==> config.mk <==
export PLATFORM = sky130hd
export DESIGN_NAME = arm_regfile
export DESIGN_NICKNAME = d
export VERILOG_FILES = /design/src/rtl/arm_regfile.sv
export SDC_FILE = /design/constraint.sdc
export NUM_CORES = 2
export LEC_CHECK = 0
export BUFFER_PORTS_ARGS = -buffer_cell sky130_fd_sc_hd__buf_2
export CELL_PAD_IN_SITES_DETAIL_PLACEMENT = 2
export CELL_PAD_IN_SITES_GLOBAL_PLACEMENT = 2
export CORE_ASPECT_RATIO = 1.4
export CORE_MARGIN = 3
export CORE_UTILIZATION = 40
export CTS_BUF_LIST = sky130_fd_sc_hd__clkbuf_2
export DETAILED_ROUTE_END_ITERATION = 10
export GPL_TIMING_DRIVEN = 1
export PLACE_DENSITY = 0.83
export SETUP_SLACK_MARGIN = 0.02
export SLEW_MARGIN = 20
export SYNTH_ARGS = -nofsm -noshare
export SYNTH_HDL_FRONTEND = slang
export SYNTH_SLANG_ARGS = --single-unit
==> constraint.sdc <==
create_clock -name clk -period 3.71 [get_ports clk]
set_input_delay 0.742 -clock clk [delete_from_list [all_inputs] [get_ports clk]]
set_output_delay 0.742 -clock clk [all_outputs]
set_load 0.01 [all_outputs]
==> src/rtl/arm_regfile.sv <==
// 32 x 64-bit LEGv8 register file: two combinational read ports with write-through bypass, one synchronous write port.
// Optional third read port for debug dumps is enabled by defining REGFILE_DEBUG_PORT_EN.
module arm_regfile #(
    parameter int N_REGS = 32,
    parameter int WIDTH  = 64,
    parameter int AW     = 5
) (
    input  logic             clk,
    input  logic             rst_n,
    input  logic             we3,
    input  logic [AW-1:0]    ra1,
    input  logic [AW-1:0]    ra2,
    input  logic [AW-1:0]    wa3,
    input  logic [WIDTH-1:0] wd3,
    output logic [WIDTH-1:0] rd1,
    output logic [WIDTH-1:0] rd2
`ifdef REGFILE_DEBUG_PORT_EN
    ,
    input  logic [AW-1:0]    dbg_ra,
    output logic [WIDTH-1:0] dbg_rd
`else
`endif
);

    // The top index is XZR and has no storage, so only N_REGS-1 registers exist.
    localparam int          NStore = N_REGS - 1;
    localparam logic [AW-1:0] Xzr  = AW'(N_REGS - 1);

    logic [WIDTH-1:0] regs_q [NStore];
    logic [WIDTH-1:0] regs_d [NStore];
    logic             wrHit;
    logic             bypassEn;

    assign wrHit    = we3 && (wa3 != Xzr);
    assign bypassEn = rst_n && wrHit;

    always_comb begin
        regs_d = regs_q;
        if (wrHit) begin
            for (int i = 0; i < NStore; i++) begin
                if (wa3 == AW'(i)) begin
                    regs_d[i] = wd3;
                end
            end
        end
    end

    // Reset loads each register with its own index so a fresh file is easy to recognise.
    always_ff @(posedge clk or negedge rst_n) begin
        if (!rst_n) begin
            for (int i = 0; i < NStore; i++) begin
                regs_q[i] <= WIDTH'(i);
            end
        end else begin
            regs_q <= regs_d;
        end
    end

    always_comb begin
        rd1 = '0;
        rd2 = '0;
        for (int i = 0; i < NStore; i++) begin
            if (ra1 == AW'(i)) begin
                rd1 = regs_q[i];
            end
            if (ra2 == AW'(i)) begin
                rd2 = regs_q[i];
            end
        end
        // Bypass can never hit XZR because wrHit already excludes it.
        if (bypassEn && (ra1 == wa3)) begin
            rd1 = wd3;
        end
        if (bypassEn && (ra2 == wa3)) begin
            rd2 = wd3;
        end
    end

`ifdef REGFILE_DEBUG_PORT_EN
    always_comb begin
        dbg_rd = '0;
        for (int i = 0; i < NStore; i++) begin
            if (dbg_ra == AW'(i)) begin
                dbg_rd = regs_q[i];
            end
        end
    end
`else
`endif

endmodule

==> results.sh, run 1 <==
export IMPL_rows=227
export IMPL_synthesis_area_mm2=0.110
export IMPL_cts_sinks=1984
export IMPL_grtUsageTotal=0.900
export IMPL_async_flop_share=1.00
export IMPL_grt_overflow=2720
export IMPL_syn_nets=10600
export IMPL_status="did not finish"
export IMPL_pin_count=210
export IMPL_cts_buffers=536
export IMPL_finalWeightedCongestion=1.04
export IMPL_synth_cell_types=100
export IMPL_failed_stage="global routing (5_1_grt)"
export IMPL_numPortBuffers=209
export IMPL_crit_endpoint="rd1[41]"
export IMPL_synth_seq_cells=1984
export IMPL_grt_max_degree=152
export IMPL_fp_dieH_um=628
export IMPL_cts_buffer_depth=4
export IMPL_syn_avg_cell_area_um2=10.5
export IMPL_synthFlopType="dfrtp_1"
export IMPL_synth_edf_count=0
export IMPL_die_w_um=450
export IMPL_worst_ep_kind="primary output"
export IMPL_seq_area_frac_synth=0.450
export IMPL_antenna_found_initial=237
export IMPL_htreeDepth=6
export IMPL_yosysTopAreaCell="dfrtp_1"
export IMPL_initial_utilization=0.403
export IMPL_synthTopCellsByArea="dfrtp_1 (43%), mux2_2 (21%), a21oi_1 (4.3%), o21ai_0 (2.8%), o22ai_1 (2.7%)"
export IMPL_yosysWarningCount=0
export IMPL_yosys_area_top_type_share=0.433
export IMPL_syn_instance_count=10500
export IMPL_cts_root_buf="clkbuf_2"
export IMPL_first_error="[ERROR GRT-0232] Routing congestion too high. Check the congestion heatmap in the GUI."
export IMPL_dpl_hpwl_mm=487
[metal layers]
layer / GRT usage / overflow
met5: 0.784 / 54
met3: 0.856 / 320
met2: 0.979 / 1174
met1: 0.869 / 253
met4: 0.911 / 919
[stage by stage]
step | cell area (um2) | setup slack (ns) | utilization | setup TNS, ns | instances
CTS | 140000 | -1.51 | 0.513 | -136.45 | 16100
floorplan | 110000 | 0.460 | - | 0 | 10500
global placement | 128000 | -1.88 | 0.469 | -86.51 | 14900
detailed placement | 128000 | -2.06 | 0.469 | -91.92 | 14900
[synth_stat cells, drive strengths merged, types with 68 or more instances]
master / n
nor2b: 69
dfrtp: 1909
nor2: 644
nor3: 187
o21ai: 675
o211ai: 68
mux2: 2045
a221oi: 122
a221o: 72
mux2i: 190
a31oi: 81
buf: 516
nand2: 462
a22oi: 171
o22ai: 483
a21oi: 958
dfstp: 75
clkbuf: 610
a21o: 105
o221ai: 197
[what timing repair did]
item | in CTS
resized for setup | 963
pin swaps | 495
setup endpoints to repair | 128
hold buffers | 183
setup buffers | 155
endpoints found under the hold margin | 3522
[logic make-up after synthesis]
logic type | after synthesis | synth area share
simple gates | 1645 | 0.0690
compound gates | 3387 | 0.198
buf+inv | 1171 | 0.0480
mux | 2275 | 0.234
xor+xnor | 10 | 0.000793
flops | 1984 | 0.450
==> run 2, diff against run 1 <==
==> config.mk (replaced) <==
export PLATFORM = sky130hd
export DESIGN_NAME = arm_regfile
export DESIGN_NICKNAME = d
export VERILOG_FILES = /design/src/rtl/arm_regfile.sv
export SDC_FILE = /design/constraint.sdc
export NUM_CORES = 2
export LEC_CHECK = 0
export BUFFER_PORTS_ARGS = -buffer_cell sky130_fd_sc_hd__buf_2
export CORE_MARGIN = 3
export CORE_UTILIZATION = 25
export DETAILED_ROUTE_END_ITERATION = 10
export GPL_TIMING_DRIVEN = 1
export PLACE_DENSITY_LB_ADDON = 0.15
export SLEW_MARGIN = 20
export SYNTH_ARGS = -nofsm -noshare
export SYNTH_HDL_FRONTEND = slang
export SYNTH_SLANG_ARGS = --single-unit
==> results.sh, run 2 <==
export IMPL_largest_reg_flops=1984
export IMPL_grt_overflow=0
export IMPL_violations="negative setup slack"
export IMPL_cp_slowest_cell="a2111o_1"
export IMPL_yosysWarningCount=0
export IMPL_ant_nets=0
export IMPL_switching_share=0.323
export IMPL_drive_above_1_share=0.504
export IMPL_seq_area_mm2=0.0497
export IMPL_arrival_ns=3.52
export IMPL_final_common_cell="mux2_2"
export IMPL_largest_register="regs_q"
export IMPL_hold_path_class="input pin to flip-flop"
export IMPL_synth_seq_cells=1984
export IMPL_fp_dieH_um=671
export IMPL_path_cells="buf_16 > buf_12 > buf_12 > inv_1 > nand2_1 > buf_12 > buf_4 > o221ai_2 > or3_4 > a31oi_4 > buf_6 > a2111o_1 > a31oi_4 > buf_6 > buf_6"
export IMPL_yosysTopAreaCell="dfrtp_1"
export IMPL_synthFlopType="dfrtp_1"
export IMPL_routed_wl_mm=709
export IMPL_pwr_share_comb=0.226
export IMPL_core_mm2=0.439
export IMPL_postLayoutCellArea_mm2=0.157
export IMPL_cts_buffers=235
export IMPL_fill_cells=43700
export IMPL_seqPwrFrac=0.420
export IMPL_ys_top_cells_by_count="mux2_2 (2037), dfrtp_1 (1909), a21oi_1 (958), nor2_1 (621), o21ai_0 (620)"
export IMPL_p_int_w=0.0488
export IMPL_numPortBuffers=209
export IMPL_end_kind="primary output"
export IMPL_drc=0
export IMPL_grt_pass1_vias=106000
export IMPL_dpl_hpwl_mm=485
export IMPL_clk_insertion_delay_late_ns=0.96
export IMPL_htreeDepth=4
export IMPL_setup_ws_ns=-0.555
export IMPL_startpoint_type="input pin"
export IMPL_initial_utilization=0.251
export IMPL_syn_avg_cell_area_um2=10.5
export IMPL_met2_usage=0.446
export IMPL_grt_max_degree=150
export IMPL_grtUsageTotal=0.300
export IMPL_worst_slew_pin_transition_ns=1.10
export IMPL_die_w_um=671
export IMPL_wl_per_cell_um=39.2
export IMPL_post_route_period_util=1.15
export IMPL_pin_count=210
export IMPL_syn_instance_count=10500
export IMPL_yosys_area_top_type_share=0.433
export IMPL_seq_area_frac_synth=0.450
export IMPL_slowest_delay_ns=0.47
export IMPL_synthTopCellsByArea="dfrtp_1 (43%), mux2_2 (21%), a21oi_1 (4.3%), o21ai_0 (2.8%), o22ai_1 (2.7%)"
export IMPL_cts_buffer_depth=4
export IMPL_fin_crit_ns=4.27
export IMPL_rsz0062_at_grt="yes"
export IMPL_worstSetupPathType="input pin to primary output"
export IMPL_drt_iter0_drc=14600
export IMPL_area_growth_synth_to_final_pct=42.3
export IMPL_rows=243
export IMPL_synth_cell_types=100
export IMPL_cts_sinks=1984
export IMPL_cts_root_buf="clkbuf_16"
export IMPL_hold_violations=0
export IMPL_max_freq_mhz=234
export IMPL_finalWeightedCongestion=0.981
export IMPL_vdd_drop_max_v=0.000391
export IMPL_cts_tree="done"
export IMPL_synth_most_common_cell="mux2_2"
export IMPL_antenna_found_initial=45
export IMPL_async_flop_share=1.00
export IMPL_fin_skew_ns=0
export IMPL_path_max_fanout=11
export IMPL_clkPwrFrac=0.354
export IMPL_cap_violations=0
export IMPL_use_met1=0.404
export IMPL_grt_first_pass_wirelength_mm=944
export IMPL_reg_top3="regs_q (1984)"
export IMPL_p_sw_w=0.0233
export IMPL_nets=12100
export IMPL_dieArea_mm2=0.450
export IMPL_first_pass_iters=9
export IMPL_multi_input_area_mm2=0.0637
export IMPL_place_area_mm2=0.133
export IMPL_grt_busiest_layer="met2"
export IMPL_vias_per_cell=5.97
export IMPL_grtUsageMet3=0.0772
export IMPL_relSlewSlack=0.263
export IMPL_status="finished, violations left"
export IMPL_path_clk_slew_ns=0.06
export IMPL_finalSetupViolCount=128
export IMPL_final_cell_mix="mux2_2 (2032), dfrtp_1 (1905), buf_4 (1269), a21oi_1 (770), nor2_1 (561)"
export IMPL_power_density_mw_per_mm2=459
export IMPL_required_ns=2.97
export IMPL_num_vias=108000
export IMPL_synthesis_area_mm2=0.110
export IMPL_p_leak_nw=66.7
export IMPL_maxSlewViolCount=0
export IMPL_syn_nets=10600
export IMPL_fin_setup_tns_ns=-34.30
export IMPL_synth_edf_count=0
[run 2: power by group through the flow]
stage               registers, W  logic [W]  clock network (W)
floorplan                 0.0286    0.00772                  0
global placement          0.0300     0.0135                  0
detailed placement        0.0302     0.0137                  0
CTS                       0.0299     0.0155             0.0259
global route              0.0306     0.0170             0.0266
finish                    0.0303     0.0163             0.0255
[run 2: timing repair]
action                                  4_1_cts  5_1_grt
resized for setup                          1620      726
gates cloned                                 33       11
buffers inserted                            388      164
hold buffers                                  1        0
endpoints found under the hold margin        58        0
pin swaps                                   538      494
endpoints found under the setup margin      128      128
[run 2: through the flow]
step	hold slack (ns)	power, W	util	worst slack, ns	std cells
6_report	0.0676	0.0721	0.358	-0.555	18100
3_3_place_gp	0.487	0.0435	0.302	-1.35	17200
3_5_place_dp	0.493	0.0439	0.302	-1.16	17200
5_1_grt	0.0623	0.0742	0.358	-0.500	18100
4_1_cts	0.00594	0.0713	0.348	-0.463	18000
2_1_floorplan	0.446	0.0363	-	0.460	10500
[run 2: worst max-delay path: cells and delay by family]
kind	cells	cell delay, ns
simple gates	2	0.33
buf+inv	9	1.34
compound gates	4	1.06
[run 2: logic make-up (layout without fill, tap and decap cells)]
logic type                Yosys count  count (layout)  share of synthesized area
AOI/OAI and AO/OA                3387            3387                      0.198
muxes                            2275            2275                      0.234
DFF                              1984            1984                      0.450
and+or+nand+nor                  1645            1645                     0.0690
buffers and inverters            1171            2897                     0.0480
xor gates and xnor gates           10              10                   0.000793
other                               0              16                          0
[run 2: layout make-up]
| cell class | instances | share of cell area |
|---|---|---|
| clock buffer | 338 | 0.0440 |
| tap | 5880 | 0.0468 |
| antenna | 16 | 0.000255 |
| sequential | 1984 | 0.317 |
| inverter | 45 | 0.00121 |
| multi-input combinational | 7317 | 0.405 |
| clock inverter | 97 | 0.00825 |
| timing repair buffer | 2417 | 0.178 |
[run 2: layer usage]
| metal | vias up | part of all wire |
|---|---|---|
| li1 | 42600 | - |
| met1 | 56800 | 0.41 |
| met2 | 6916 | 0.43 |
| met3 | 1677 | 0.10 |
| met4 | 14 | 0.060 |
| met5 | - | 0.00012 |
[run 2: final timing paths]
kind	cells past startpoint	slack, ns	to	start
setup / recovery	15	-0.56	rd2[60]	ra2[4]
hold / removal	2	0.07	regs_q[38]	wd3[38]
setup reg to reg	2	2.73	regs_q[1860]	regs_q[1860]
hold reg to reg	1	0.51	regs_q[1808]	regs_q[1808]
max in group asynchronous	5	0.61	regs_q[342]	rst_n
min in group asynchronous	2	0.32	regs_q[1443]	rst_n
(Power assumes the default switching activity.)
